--- src/rtl/hcsr04_ranger.sv ---
// hcsr04_ranger: HC-SR04 ultrasonic ranger sequencer.
// Issues trigger pulses, times the echo width in centimetre units using a
// prescaler (no divider), flags timeouts and drives a proximity alarm.
// Optional feature macro: HCSR04_BUZZER_EN. When it is defined, a 1 kHz-style
// tone is generated while near=1. Without it, buzzer_export is tied low.
//
// state       | meaning
// ------------+-----------------------------------------------------------
// S_IDLE      | waiting for enable and (continuous or start)
// S_TRIG      | trigger high for TRIG_CYCLES clocks; period timer running
// S_WAIT_RISE | waiting for a synchronized low-to-high echo transition
// S_MEASURE   | counting echo width in cm until the falling edge
// S_HOLDOFF   | waiting out the trigger-to-trigger period
module hcsr04_ranger #(
    parameter int unsigned TRIG_CYCLES      = 500,
    parameter int unsigned CM_CYCLES        = 2900,
    parameter int unsigned TIMEOUT_CYCLES   = 1900000,
    parameter int unsigned PERIOD_CYCLES    = 3000000,
    parameter int unsigned BUZZ_HALF_CYCLES = 25000
) (
    input  logic       clk_clk,
    input  logic       reset_reset_n,
    input  logic       enable,
    input  logic       continuous,
    input  logic       start,
    input  logic [9:0] threshold_cm,
    output logic       hctrig_export,
    input  logic       hcecho_export,
    output logic [9:0] dist_cm,
    output logic       valid,
    output logic       timeout,
    output logic       busy,
    output logic       near,
    output logic       buzzer_export
);

    localparam logic [2:0] S_IDLE      = 3'd0;
    localparam logic [2:0] S_TRIG      = 3'd1;
    localparam logic [2:0] S_WAIT_RISE = 3'd2;
    localparam logic [2:0] S_MEASURE   = 3'd3;
    localparam logic [2:0] S_HOLDOFF   = 3'd4;

    localparam int TRIG_W = (TRIG_CYCLES > 1)    ? $clog2(TRIG_CYCLES)    : 1;
    localparam int PRE_W  = (CM_CYCLES > 1)      ? $clog2(CM_CYCLES)      : 1;
    localparam int TO_W   = (TIMEOUT_CYCLES > 1) ? $clog2(TIMEOUT_CYCLES) : 1;
    localparam int PER_W  = (PERIOD_CYCLES > 1)  ? $clog2(PERIOD_CYCLES)  : 1;

    localparam logic [TRIG_W-1:0] TRIG_LOAD = TRIG_W'(TRIG_CYCLES - 1);
    localparam logic [PRE_W-1:0]  PRE_LAST  = PRE_W'(CM_CYCLES - 1);
    localparam logic [PRE_W-1:0]  PRE_ONE   = PRE_W'(1);
    localparam logic [TO_W-1:0]   TO_LOAD   = TO_W'(TIMEOUT_CYCLES - 1);
    localparam logic [PER_W-1:0]  PER_LOAD  = PER_W'(PERIOD_CYCLES - 1);
    localparam logic [9:0]        CM_MAX    = 10'd1023;

    // Reject parameter sets the sequencing cannot honour.
    if (CM_CYCLES < 2) begin : g_bad_cm
        $error("hcsr04_ranger: CM_CYCLES must be at least 2");
    end
    if (PERIOD_CYCLES <= TRIG_CYCLES + TIMEOUT_CYCLES) begin : g_bad_period
        $error("hcsr04_ranger: PERIOD_CYCLES must exceed TRIG_CYCLES + TIMEOUT_CYCLES");
    end
    if (BUZZ_HALF_CYCLES < 1) begin : g_bad_buzz
        $error("hcsr04_ranger: BUZZ_HALF_CYCLES must be at least 1");
    end

    logic [2:0]        state_q, state_d;
    logic [TRIG_W-1:0] trig_cnt_q, trig_cnt_d;
    logic [PER_W-1:0]  per_cnt_q, per_cnt_d;
    logic [TO_W-1:0]   to_cnt_q, to_cnt_d;
    logic [PRE_W-1:0]  pre_q, pre_d;
    logic [9:0]        cm_q, cm_d;
    logic [9:0]        dist_q, dist_d;
    logic              valid_q, valid_d;
    logic              timeout_q, timeout_d;
    logic              good_q, good_d;
    logic              near_q, near_d;
    logic              trig_q, trig_d;
    logic              busy_q, busy_d;
    logic [2:0]        echo_sync_q, echo_sync_d;
    logic              echo_rise, echo_fall;
    logic              res_good, res_to;

    // [0] metastable stage, [1] synchronized echo, [2] previous synchronized echo.
    assign echo_rise = echo_sync_q[1] & ~echo_sync_q[2];
    assign echo_fall = ~echo_sync_q[1] & echo_sync_q[2];

    // Next-state, counter and result logic for the measurement sequence.
    always_comb begin
        state_d     = state_q;
        trig_cnt_d  = trig_cnt_q;
        per_cnt_d   = (per_cnt_q != '0) ? per_cnt_q - PER_W'(1) : per_cnt_q;
        to_cnt_d    = (to_cnt_q != '0) ? to_cnt_q - TO_W'(1) : to_cnt_q;
        pre_d       = pre_q;
        cm_d        = cm_q;
        dist_d      = dist_q;
        valid_d     = 1'b0;
        timeout_d   = timeout_q;
        good_d      = good_q;
        res_good    = 1'b0;
        res_to      = 1'b0;
        echo_sync_d = {echo_sync_q[1:0], hcecho_export};

        case (state_q)
            S_IDLE: begin
                if (enable && (continuous || start)) begin
                    state_d    = S_TRIG;
                    trig_cnt_d = TRIG_LOAD;
                    per_cnt_d  = PER_LOAD;
                end
            end
            S_TRIG: begin
                if (trig_cnt_q == '0) begin
                    state_d  = S_WAIT_RISE;
                    to_cnt_d = TO_LOAD;
                end else begin
                    trig_cnt_d = trig_cnt_q - TRIG_W'(1);
                end
            end
            S_WAIT_RISE: begin
                if (to_cnt_q == '0) begin
                    res_to = 1'b1;
                end else if (echo_rise) begin
                    // The rise cycle itself is the first high clock of the echo.
                    state_d = S_MEASURE;
                    pre_d   = PRE_ONE;
                    cm_d    = '0;
                end
            end
            S_MEASURE: begin
                if (echo_fall) begin
                    res_good = 1'b1;
                end else if (to_cnt_q == '0) begin
                    res_to = 1'b1;
                end else if (pre_q == PRE_LAST) begin
                    pre_d = '0;
                    if (cm_q != CM_MAX) begin
                        cm_d = cm_q + 10'd1;
                    end
                end else begin
                    pre_d = pre_q + PRE_W'(1);
                end
            end
            S_HOLDOFF: begin
                if (per_cnt_q == '0) begin
                    if (enable && continuous) begin
                        state_d    = S_TRIG;
                        trig_cnt_d = TRIG_LOAD;
                        per_cnt_d  = PER_LOAD;
                    end else begin
                        state_d = S_IDLE;
                    end
                end
            end
            default: state_d = S_IDLE;
        endcase

        if (res_good) begin
            state_d   = S_HOLDOFF;
            dist_d    = cm_q;
            valid_d   = 1'b1;
            timeout_d = 1'b0;
            good_d    = 1'b1;
        end else if (res_to) begin
            state_d   = S_HOLDOFF;
            dist_d    = CM_MAX;
            valid_d   = 1'b1;
            timeout_d = 1'b1;
            good_d    = 1'b0;
        end

        // Disable aborts silently: previous result and flags are kept.
        if (!enable) begin
            state_d    = S_IDLE;
            trig_cnt_d = '0;
            per_cnt_d  = '0;
            to_cnt_d   = '0;
            pre_d      = '0;
            cm_d       = '0;
            dist_d     = dist_q;
            valid_d    = 1'b0;
            timeout_d  = timeout_q;
            good_d     = good_q;
        end
    end

    // Registered outputs are derived from the next state so they line up with it.
    always_comb begin
        trig_d = (state_d == S_TRIG);
        busy_d = (state_d != S_IDLE);
        near_d = good_d & (dist_d < threshold_cm);
    end

    // State, counter and output registers.
    always_ff @(posedge clk_clk or negedge reset_reset_n) begin
        if (!reset_reset_n) begin
            state_q     <= S_IDLE;
            trig_cnt_q  <= '0;
            per_cnt_q   <= '0;
            to_cnt_q    <= '0;
            pre_q       <= '0;
            cm_q        <= '0;
            dist_q      <= '0;
            valid_q     <= 1'b0;
            timeout_q   <= 1'b0;
            good_q      <= 1'b0;
            near_q      <= 1'b0;
            trig_q      <= 1'b0;
            busy_q      <= 1'b0;
            echo_sync_q <= '0;
        end else begin
            state_q     <= state_d;
            trig_cnt_q  <= trig_cnt_d;
            per_cnt_q   <= per_cnt_d;
            to_cnt_q    <= to_cnt_d;
            pre_q       <= pre_d;
            cm_q        <= cm_d;
            dist_q      <= dist_d;
            valid_q     <= valid_d;
            timeout_q   <= timeout_d;
            good_q      <= good_d;
            near_q      <= near_d;
            trig_q      <= trig_d;
            busy_q      <= busy_d;
            echo_sync_q <= echo_sync_d;
        end
    end

    assign hctrig_export = trig_q;
    assign dist_cm       = dist_q;
    assign valid         = valid_q;
    assign timeout       = timeout_q;
    assign busy          = busy_q;
    assign near          = near_q;

`ifdef HCSR04_BUZZER_EN
    localparam int BUZZ_W = (BUZZ_HALF_CYCLES > 1) ? $clog2(BUZZ_HALF_CYCLES) : 1;
    localparam logic [BUZZ_W-1:0] BUZZ_LOAD = BUZZ_W'(BUZZ_HALF_CYCLES - 1);

    logic [BUZZ_W-1:0] tone_cnt_q, tone_cnt_d;
    logic              buzz_q, buzz_d;

    // Tone generator: toggles every BUZZ_HALF_CYCLES while near, silent and rearmed otherwise.
    always_comb begin
        tone_cnt_d = tone_cnt_q;
        buzz_d     = buzz_q;
        if (!near_q) begin
            tone_cnt_d = BUZZ_LOAD;
            buzz_d     = 1'b0;
        end else if (tone_cnt_q == '0) begin
            tone_cnt_d = BUZZ_LOAD;
            buzz_d     = ~buzz_q;
        end else begin
            tone_cnt_d = tone_cnt_q - BUZZ_W'(1);
        end
    end

    // Tone registers.
    always_ff @(posedge clk_clk or negedge reset_reset_n) begin
        if (!reset_reset_n) begin
            tone_cnt_q <= BUZZ_LOAD;
            buzz_q     <= 1'b0;
        end else begin
            tone_cnt_q <= tone_cnt_d;
            buzz_q     <= buzz_d;
        end
    end

    assign buzzer_export = buzz_q;
`else
    assign buzzer_export = 1'b0;
`endif

endmodule

--- config.mk ---
export PLATFORM = sky130hd
export DESIGN_NAME = hcsr04_ranger
export DESIGN_NICKNAME = d
export VERILOG_FILES = /design/src/rtl/hcsr04_ranger.sv
export SDC_FILE = /design/constraint.sdc
export NUM_CORES = 1
export LEC_CHECK = 0
export BUFFER_PORTS_ARGS = -buffer_cell sky130_fd_sc_hd__buf_2
export CAP_MARGIN = 15
export CORE_MARGIN = 2
export CORE_UTILIZATION = 35
export CTS_CLUSTER_DIAMETER = 50
export CTS_CLUSTER_SIZE = 10
export DETAILED_ROUTE_END_ITERATION = 7
export GPL_ROUTABILITY_DRIVEN = 1
export GPL_TIMING_DRIVEN = 0
export SYNTH_ARGS = -nofsm -noshare
export SYNTH_HDL_FRONTEND = slang
export SYNTH_SLANG_ARGS = --single-unit
--- constraint.sdc ---
create_clock -name clk_clk -period 6.7 [get_ports clk_clk]
set_clock_uncertainty 0.2 [all_clocks]
set_input_delay 1.005 -clock clk_clk [delete_from_list [all_inputs] [get_ports clk_clk]]
set_output_delay 1.005 -clock clk_clk [all_outputs]
set_load 0.005 [all_outputs]
=== Word-level counts from Yosys, hierarchy flattened ===
Index checks and enable logic that the tools add are counted.

* Bits in registers: 96

* Add/subtract/negate cells: 5
* Magnitude comparators: 1
* Equality and inequality tests: 19
* Muxes and demuxes: 57
* Bitwise gates (word level): 5
* Reduce and logical (&&, ||, !) cells: 15

{| class="wikitable"
|+ Operators by type and width
! cell !! count
|-
| 2-to-1 mux 22 bit || 5
|-
| 2-to-1 mux 10 bit || 10
|-
| 2-to-1 mux 21 bit || 4
|-
| 2-to-1 mux 12 bit || 6
|-
| 2-to-1 mux 9 bit || 5
|-
| case mux 22 bit (2 select lines) || 1
|-
| != test 3 bit (second input constant) || 10
|-
| case mux 9 bit (3 select lines) || 1
|-
| 2-to-1 mux 3 bit || 8
|-
| case mux 12 bit (2 select lines) || 1
|-
| zero test 22 bit || 1
|-
| nonzero test 22 bit || 1
|-
| subtractor 22 x 1 -> 22 bit (second input constant) || 1
|-
| zero test 21 bit || 1
|-
| nonzero test 21 bit || 1
|-
| subtractor 21 x 1 -> 21 bit (second input constant) || 1
|-
| case mux 10 bit (2 select lines) || 1
|-
| case mux 3 bit (5 select lines) || 1
|-
| 2-to-1 mux 1 bit || 13
|-
| adder 12 x 1 -> 12 bit (second input constant) || 1
|-
| == test 12 bit (second input constant) || 1
|-
| adder 10 x 1 -> 10 bit (second input constant) || 1
|-
| < comparator 10 bit || 1
|-
| != test 10 bit (second input constant) || 1
|-
| 18 further kinds || 25
|}

=== Depth between registers and ports, before layout ===
Gate-level depths: netlist of the first run.

* Word-level depth: 9
* Mapped depth: 13
* Gate-level depth less buffers: 12

=== Worst setup path before layout of the first run ===
OpenSTA, ideal clock, no wires.

* Path kind: input port to flip-flop
* Start point: input port enable
* End point: register near_q (netlist: near)
* Library setup time: 125 ps
* Arrival time: 2934 ps
* Data required time: 6375 ps
* Setup slack: 3441 ps
* Cell stages on the path: 11
* Cells stage by stage: clkbuf_1 nand3_1 o31ai_1 buf_2 o22a_1 ha_1 nand4_1 nor4_1 o31a_1 o31a_1 nor4_1

* Cells in the longest elaborated chain, start to end: 3
* Elaborated cells on any way between the ends: 4

{| class="wikitable"
|+ Ends and longest elaborated chain
! item !! line !! RTL
|-
| from (decl) || 23 || <nowiki>input logic enable,</nowiki>
|-
| 2-to-1 mux 10 bit || 172 || <nowiki>if (!enable) begin</nowiki>
|-
| named net dist_d[7] || 72 || <nowiki>logic [9:0] dist_q, dist_d;</nowiki>
|-
| < comparator 10 bit || 190 || <nowiki>near_d = good_d & (dist_d < threshold_cm);</nowiki>
|-
| bitwise AND 1 bit || 190 ||
|-
| named net near_d || 76 || <nowiki>logic near_q, near_d;</nowiki>
|-
| to (signal assigned) || 221 || <nowiki>near_q <= near_d;</nowiki>
|-
| to (decl) || 76 ||
|}

The timed path passes the listed nets, and every way through them passes these cells.
A chain may end at the register's enable or synchronous reset.

=== Worst setup path in the final report of the first run ===
* Start point: register to_cnt_q[4]
* End point: register near_q (netlist: near)

* Cells in the longest elaborated chain, start to end: 9
* Elaborated cells on any way between the ends: 12

{| class="wikitable"
|+ Ends and longest elaborated chain
! item !! line !! RTL
|-
| from (decl) || 69 || <nowiki>logic [TO_W-1:0] to_cnt_q, to_cnt_d;</nowiki>
|-
| from (signal assigned) || 214 || <nowiki>to_cnt_q <= to_cnt_d;</nowiki>
|-
| zero test 21 bit (*) || 120, 132 ||
|-
| 2-to-1 mux 1 bit (*) || 120, 132 ||
|-
| 2-to-1 mux 1 bit || 130 || <nowiki>if (echo_fall) begin</nowiki>
|-
| case mux 1 bit (2 select lines) (*) || 103 || <nowiki>case (state_q)</nowiki>
|-
| 2-to-1 mux 10 bit (*) || 163 || <nowiki>end else if (res_to) begin</nowiki>
|-
| 2-to-1 mux 10 bit (*) || 157 || <nowiki>if (res_good) begin</nowiki>
|-
| 2-to-1 mux 10 bit (*) || 172 ||
|-
| named net dist_d[7] || 72 ||
|-
| < comparator 10 bit (*) || 190 ||
|-
| bitwise AND 1 bit (*) || 190 ||
|-
| named net near_d || 76 ||
|}

Mark *: on every way through the listed nets, which the timed path passes. The rest lies on a longest branch.

==> results of run 1 <==
==> sequential cells by signal, summed over array words and instances (netlist names), 3 cells and up <==
register and flops:
per_cnt_q 22, pre_q 12, state_q 3, dist_cm 10
to_cnt_q 21, cm_q 10, echo_sync_q 3, trig_cnt_q 9
==> final cells by class <==
type	count	area [µm²]
plain buffers	31	153
clock buffers	11	243
clock inverters	4	45.0
fillers	1569	9410
inverters	28	105
multi-input cells	427	2890
flip-flops and latches	96	2400
well taps	216	270
repair buffers	32	193
==> placed cells by master (no fill, tap or decap), drive strengths merged, types with 3 or more instances in the layout <==
master,netlist,layout
and3,4,4
nand2b,10,10
a21boi,3,3
o31ai,34,34
o21ai,32,32
buf,10,41
nor4,13,13
or2,6,6
or3,13,13
o41ai,5,5
nand2,33,33
a2111oi,7,7
dfrtp,96,96
nor3b,6,6
a31oi,9,9
nand4,10,10
nor2b,4,4
nand3,16,16
mux2i,3,3
o31a,4,4
xnor2,25,25
clkinv,0,3
or4,14,14
o22a,10,10
inv,28,28
nor4b,3,3
a211oi,8,8
clkbuf,21,32
ha,14,14
a21oi,38,38
o311ai,3,3
nor3,15,15
nor2,46,46
==> report_power, final <==
part / switching, mW / leakage [nW] / internal [mW]
Sequential: 0.0813 / 1.28 / 0.664
Combinational: 0.383 / 1.24 / 0.265
Clock: 0.224 / 0.145 / 0.296
Total: 0.688 / 2.67 / 1.22
==> metal layers <==
metal	up-vias	share of wire, %
met5	-	0
met4	0	1.7
met3	20	2.9
met2	95	50
met1	2320	46
li1	2283	-
==> worst paths after layout <==
check | from | end | slack, ns
max | to_cnt_q[4] | near | 2.74
min | echo_sync_q[0] | echo_sync_q[1] | 0.15
max reg2reg | to_cnt_q[4] | near | 2.74
min reg2reg | echo_sync_q[0] | echo_sync_q[1] | 0.15
max in group asynchronous | reset_reset_n | busy | 5.23
min in group asynchronous | reset_reset_n | echo_sync_q[0] | 0.40
==> cells by family (layout without fill, tap and decap cells) <==
family | count (synthesis) | in the layout | share of synthesized area (%)
buffers and inverters | 59 | 106 | 4.64
adder cells (fa/ha/maj) | 14 | 14 | 3.16
other | 1 | 1 | 0.0676
AND/OR/NAND/NOR | 208 | 208 | 21.5
XOR/XNOR | 26 | 26 | 4.10
AO/OA/AOI/OAI | 175 | 175 | 22.7
multiplexers | 3 | 3 | 0.541
flip-flops | 96 | 96 | 43.3
==> critical path, stage by stage (launching register included) <==
cell	delay (ns)
dfrtp_1	0.43
nor4_1	0.59
nand4_1	0.45
o31ai_1	0.61
buf_2	0.32
o22a_1	0.23
ha_1	0.17
nand4_1	0.11
nor4_1	0.33
o31a_1	0.20
o31a_1	0.15
nor4_1	0.06
==> impl_results.md, run 1 <==
* Via density at 5.58
* Final min period at 3.96 ns
* Wirelength per Cell at 16.5 µm
* Peak supply drop at 0.171 mV
* Worst setup SP type: register
* Post-CTS resize count at 0
* Top cells by area, synth: dfrtp_1 43%, o31ai_1 4.3%, xnor2_1 3.9%
* Met3 usage at 2.54%
* Endpoints failing hold at 0
* Leakage at 2.67 nW
* Syn Inst Count at 582
* Worst slew pin tran at 1.14 ns
* Residual DRC count at 0
* Clock sinks at 96
* Syn_nets at 612
* Post-Layout Inst Area at 6300 µm²
* Result of the run: finished clean
* Post-route setup slack at 2.74 ns
* Root buffer cell: clkbuf_16
* Clk slew on worst S/H paths at 0.07 ns
* Worst EP arrival at 3.99 ns
* Global-route wire length before repair at 23.4 mm
* # diodes at 0
* Post-synthesis sequential element count at 96
* Final setup fails at 0
* Gr busiest metal: met2
* H-tree Lvls at 3
* CTS Hold Bufs at 0
* CTS buffer count at 9
* Die area at 16900 µm²
* Top-count cell post-synth: dfrtp_1
* CP Class: reg -> reg
* EDFF count, synth at 0
* Clk_lat worst skew at 0.35 ns
* Max FO, Critical Path at 10
* Hold Path Depth at 0
* Post-Syn Area at 5550 µm²
* Synth cell types at 81
* Routability-driven placement congestion ratio at 0.886
* Setup tns final at 0 ns
* Final non-filler cell total at 845
* Effective utilization at floorplan at 35.3%
* Syn Area/Cell at 9.54 µm²
* Met1 track demand over resource at 22.5%
* CTS tree: yes
* Slew Limit Fails at 0
* Crit. End Element: register
* # port buffers at 30
* Async SR Flop Fraction at 100%
* Io pins at 32
* Die W at 130 µm
* Power density cells at 304 nW/µm²
* Fraction of the yosys area taken by sequential cells at 43.3%
* Detailed Route WL at 13.9 mm
* 1st-iter DRT viols at 341
* Clk buf depth at 2
* Most used flip-flop cell after synthesis: dfrtp_1
* Post-CTS setup buffer count at 0
* Yosys Warn Count at 0
* Largest net degree at the start of global routing at 65
* Fin nets at 655
* Post-DP HPWL at 9.83 mm
* Global Route met2 Usage at 29.4%
* Synth top area share at 43.3%
* Core Box Area at 15700 µm²
* Max_cap viols at 0
* Die height at 130 µm
* Worst r2r path cells at 11
* Core Util, Final at 40.1%
* Initial antenna violation count at 0
* RSZ-0062 raised after global routing: no
* Min-Delay Path Class: reg -> reg
* Total power at 1.91 mW
* Peak Freq at 0.253 GHz
* Placed Instance Area at 6000 µm²
* Vias in the first global route at 4674
* Rows at 46
* P&R area growth vs syn at 13.5%
* Vias at 4718
* Pre-CTS setup slack at 2.56 ns
* Placed cell count at 829
* Cell type with the largest total area after synthesis: dfrtp_1
* Grt ovf at 0
* Rel. slew slack at 23.1%
* Layout cell share with drive strength beyond 1 at 12.7%
* Fin crit share at 59.1%
* Post-DRT Antenna Nets at 0
* Synth cell count leaders: 96 x dfrtp_1, 45 x nor2_1, 35 x a21oi_1
* Critical Path RT at 6.74 ns
* Hold Slack at 0.150 ns
* GR Util All Layers at 17.3%
* 1st-pass router iterations at 5
No activity file was read; power rests on OpenSTA's default activity.
==> inputs of run 2 (changes only) <==
==> constraint.sdc (replaced) <==
create_clock -name clk_clk -period 3.4 [get_ports clk_clk]
set_clock_uncertainty 0.2 [all_clocks]
set_input_delay 0.51 -clock clk_clk [delete_from_list [all_inputs] [get_ports clk_clk]]
set_output_delay 0.51 -clock clk_clk [all_outputs]
set_load 0.005 [all_outputs]
==> impl_results.md, run 2 (same netlist as run 1, synthesis figures left out) <==
* RSZ-0062 raised after global routing: no
* Cell mode on critical path: o31a_1
* Uppermost layer routed: met4
* Clk slew on worst S/H paths at 0.07 ns
* Die area at 16900 µm²
* CP cell instances: or4_4 > or2_4 > o31ai_4 > buf_6 > o22a_1 > ha_1 > nand4_1 > nor4_2 > o31a_1 > o31a_1 > nor4_1
* CTS tree: yes
* Peak Freq at 0.306 GHz
* Initial antenna violation count at 0
* Clock sinks at 96
* Routability-driven placement congestion ratio at 0.886
* Vias in the first global route at 4709
* Largest registers: per_cnt_q (22), to_cnt_q (21), pre_q (12)
* Worst r2r path cells at 11
* CTS buffer count at 9
* Min-Delay Path Class: in -> reg
* Rows at 46
* DRT met1 WL at 6.50 mm
* Worst slew pin tran at 1.20 ns
* Metal2 WL at 7.01 mm
* Result of the run: finished clean
* Worst setup SP type: register
* Fin crit share at 96.0%
* Post-route setup slack at 0.137 ns
* Critical Path RT at 3.43 ns
* Detailed Route WL at 14.1 mm
* Met3 WL post-DR at 396 µm
* Max FO, Critical Path at 10
* Wirelength per Cell at 16.7 µm
* Worst EP arrival at 3.29 ns
* Hold Crit Start: hcecho_export
* H-tree Lvls at 3
* Die W at 130 µm
* Post-DP HPWL at 9.83 mm
* Clk_lat worst skew at 0.35 ns
* Endpoints failing hold at 0
* Root buffer cell: clkbuf_16
* CP Class: reg -> reg
* Placed Instance Area at 6000 µm²
* 1st-pass router iterations at 5
* Clk buf depth at 2
* Io pins at 32
* Max_cap viols at 0
* Hold Path Depth at 1
* Global-route wire length before repair at 23.6 mm
* Reg2Reg Launch Point: to_cnt_q[16]
* Crit path largest cell delay at 0.59 ns
* Effective utilization at floorplan at 35.3%
* Post-DRT Antenna Nets at 0
* R2R setup slack at 0.14 ns
* P&R area growth vs syn at 14.7%
* CP max-delay cell: or4_4
* Power density cells at 598 nW/µm²
* # port buffers at 30
* Grt ovf at 0
* Most common cell after layout, fill and taps aside: dfrtp_1
* Final setup fails at 0
* Core Box Area at 15700 µm²
* Total power at 3.81 mW
* Core Util, Final at 40.5%
* Biggest register: per_cnt_q
* Most frequent cells in the layout: 95 x dfrtp_1, 45 x nor2_1, 35 x buf_2, 35 x a21oi_1, 33 x nand2_1
* Pre-CTS setup slack at -0.485 ns
* Leakage at 2.69 nW
* # diodes at 0
* Residual DRC count at 0
* Post-Layout Inst Area at 6370 µm²
* Reg-to-Reg End: near
* FF/Latch Area at 2400 µm²
* Die height at 130 µm
* Fin nets at 657
* Largest net degree at the start of global routing at 65
* Final min period at 3.26 ns
* Flip-flop count of the largest register after layout at 22
* Placed cell count at 829
* 1st-iter DRT viols at 345
* Via density at 5.60
* Peak supply drop at 0.324 mV
* Final non-filler cell total at 847
* Slew Limit Fails at 0
* Crit. End Element: register
* Footprint of the multi-input gates at 2930 µm²
* Fillers at 1565
* Setup tns final at 0 ns
* GR Util All Layers at 17.5%
* Rel. slew slack at 19.1%
* Hold Path Sink: echo_sync_q[0]
* Vias at 4746
* Hold Slack at 0.0633 ns
* Layout cell share with drive strength beyond 1 at 14.3%
## run 2: worst max path at each step
| stage | end | slack [ns] | startpoint |
|---|---|---|---|
| 2_1_floorplan | near | 0.17 | to_cnt_q[16] |
| 4_1_cts | near | 0.03 | to_cnt_q[16] |
| 3_5_place_dp | near | -0.48 | to_cnt_q[4] |
| 5_1_grt | near | 0.006 | to_cnt_q[16] |
| 6_report | near | 0.14 | to_cnt_q[16] |
| 3_3_place_gp | near | -0.50 | to_cnt_q[4] |
## run 2: timing repair
action / CTS / global route
resized for setup: 6 / 7
hold endpoints to repair: 32 / 0
hold buffers: 1 / 0
setup endpoints to repair: 1 / 1
setup buffers: 2 / 0
pin swaps: 1 / 1
## run 2: area by class of cell
type | instances | share of cell area [%]
Buffer | 30 | 2.46
Clock buffer | 11 | 3.81
Clock inverter | 4 | 0.707
Inverter | 28 | 1.65
Multi-Input combinational cell | 427 | 46.0
Sequential cell | 96 | 37.7
Tap cell | 216 | 4.24
Timing Repair Buffer | 35 | 3.42
## run 2: power breakdown
group	internal (mW)	total (mW)	switching, mW	leakage, nW
clock network	0.583	1.02	0.438	0.145
logic	0.543	1.31	0.769	1.27
registers	1.31	1.48	0.168	1.28
total	2.43	3.81	1.37	2.69
## run 2: per-layer routing
| layer | global-route usage, % | vias up |
|---|---|---|
| met3 | 2.54 | 18 |
| li1 | - | 2283 |
| met5 | 0 | - |
| met4 | 6.33 | 0 |
| met2 | 29.8 | 95 |
| met1 | 22.6 | 2350 |
## run 2: worst max-delay path: cells and delay by family (launching register included)
kind,cells,cell delay (ns)
adders and majority gates,1,0.17
AOI/OAI and AO/OA,4,0.81
and+or+nand+nor,5,1.35
buffers and inverters,1,0.18
DFF,1,0.44
==> inputs of run 3 (changes only) <==
--- a/config.mk
+++ b/config.mk
@@ -14,6 +14,7 @@
 export DETAILED_ROUTE_END_ITERATION = 7
 export GPL_ROUTABILITY_DRIVEN = 1
 export GPL_TIMING_DRIVEN = 0
+export REMOVE_ABC_BUFFERS = 1
 export SYNTH_ARGS = -nofsm -noshare
 export SYNTH_HDL_FRONTEND = slang
 export SYNTH_SLANG_ARGS = --single-unit
==> impl_results.md, run 3 (same netlist as run 1, synthesis figures left out) <==
* Result of the run: finished clean
* # port buffers at 30
* Initial antenna violation count at 0
* Rel. slew slack at 24.7%
* Pre-CTS setup slack at -0.107 ns
* Setup tns final at 0 ns
* FF/Latch Area at 2400 µm²
* Reg-to-Reg End: near
* Largest registers: per_cnt_q (22), to_cnt_q (21), pre_q (12)
* CP cell instances: or4_4 > or2_4 > o31ai_4 > buf_6 > o22a_1 > ha_1 > a21oi_1 > o211ai_1 > o211ai_1 > a21oi_1 > nor4_2
* Top delay family on crit path: simple AND/OR/NAND/NOR gates
* Worst EP arrival at 3.25 ns
* Fin nets at 632
* Power density cells at 606 nW/µm²
* Residual DRC count at 0
* Total power at 3.82 mW
* H-tree Lvls at 3
* Die area at 16900 µm²
* Die W at 130 µm
* Final setup fails at 0
* Peak Freq at 0.313 GHz
* Worst setup SP type: register
* 1st-pass router iterations at 4
* Die height at 130 µm
* Post-route setup slack at 0.205 ns
* Fin crit share at 94.0%
* # diodes at 0
* Clk buf depth at 2
* Clk slew on worst S/H paths at 0.06 ns
* Root buffer cell: clkbuf_16
* Rows at 46
* Crit path largest cell delay at 0.60 ns
* Routability-driven placement congestion ratio at 0.815
* Peak supply drop at 0.377 mV
* Worst slew pin tran at 1.10 ns
* Post-Layout Inst Area at 6310 µm²
* Fillers at 1510
* Max FO, Critical Path at 12
* Detailed Route WL at 12.7 mm
* Core Util, Final at 40.1%
* Leakage at 2.64 nW
* P&R area growth vs syn at 13.7%
* Crit. End Element: register
* Most frequent cells in the layout: 96 x dfrtp_1, 45 x nor2_1, 35 x a21oi_1, 33 x nand2_1, 31 x o31ai_1
* Slew Limit Fails at 0
* Effective utilization at floorplan at 35.3%
* Post-DP HPWL at 8.62 mm
* Final min period at 3.20 ns
* CP Buf/Inv Count at 1
* Layout cell share with drive strength beyond 1 at 14.5%
* GR Util All Layers at 16.1%
* Critical Path RT at 3.45 ns
* CTS tree: yes
* Hold Crit Start: hcecho_export
* Wirelength per Cell at 15.4 µm
* R2R setup slack at 0.20 ns
* Vias in the first global route at 4460
* Endpoints failing hold at 0
* CP Class: reg -> reg
* Vias at 4653
* Global-route wire length before repair at 21.9 mm
* Grt ovf at 0
* CP max-delay cell: or4_4
* Via density at 5.65
* Most common cell after layout, fill and taps aside: dfrtp_1
* Post-DRT Antenna Nets at 0
* RSZ-0062 raised after global routing: no
* Core Box Area at 15700 µm²
* Largest net degree at the start of global routing at 55
* Placed Instance Area at 5890 µm²
* 1st-iter DRT viols at 288
* Footprint of the multi-input gates at 2950 µm²
* Min-Delay Path Class: in -> reg
* Reg2Reg Launch Point: to_cnt_q[16]
* Hold Path Sink: echo_sync_q[0]
* CTS buffer count at 9
* Flip-flop count of the largest register after layout at 22
* Clock sinks at 96
* Max_cap viols at 0
* Clk_lat worst skew at 0.35 ns
* Worst r2r path cells at 11
* Io pins at 32
* Biggest register: per_cnt_q
* Hold Path Depth at 1
==> run 3: cell types whose count changed in the layout (fill, tap and decap cells not counted), moves of 2 or more <==
cell        previous run  this run
buf_2                 35        29
buf_4                  5         7
clkbuf_1              18         1
clkbuf_8               3         1
clkinv_2               3         1
clkinvlp_4             0         2
nand2b_1               9         7
nand2b_2               1         3
nor4_1                 9         7
nor4_2                 3         5
==> run 3: layout make-up <==
class / instances / area share [%]
timing repair buffer: 40 / 4.15
inverter: 28 / 1.67
tap: 216 / 4.28
multi-input combinational: 427 / 46.7
clock buffer: 11 / 3.85
sequential: 96 / 38.1
clock inverter: 5 / 1.27
==> run 3: routing by layer <==
layer  track usage, %  wire length [µm]
met1             22.3              6110
met2             25.8              6120
met3             2.42               282
met4             5.76               186
met5                0                 0
==> run 3: report_power, final <==
part           switching, mW  internal, mW
Clock                  0.435         0.663
Combinational          0.731         0.521
Sequential             0.162          1.31
Total                   1.33          2.49
==> run 3: how the worst max path moves through the flow <==
stage,from,to,slack [ns],cells after the start
final,to_cnt_q[16],near,0.20,11
after global placement,to_cnt_q[4],near,-1.07,10
after floorplan,to_cnt_q[16],near,-0.15,10
after detailed placement,enable,near,-0.11,12
after global routing,to_cnt_q[16],near,0.01,11
after CTS,to_cnt_q[16],near,0.03,11
==> run 3: timing repair <==
| item | in CTS | in global routing |
|---|---|---|
| hold buffers | 1 | 0 |
| endpoints found under the hold margin | 42 | 0 |
| setup buffers | 3 | 2 |
| resized for setup | 2 | 9 |
| endpoints found under the setup margin | 1 | 24 |
| pin swaps | 1 | 1 |
==> run 3: through the flow <==
step,cells,hold WS [ns]
finish,823,0.0642
global route,823,0.0562
CTS,821,0.0539
detailed placement,801,0.142
global placement,797,0.141
floorplan,551,0.0144
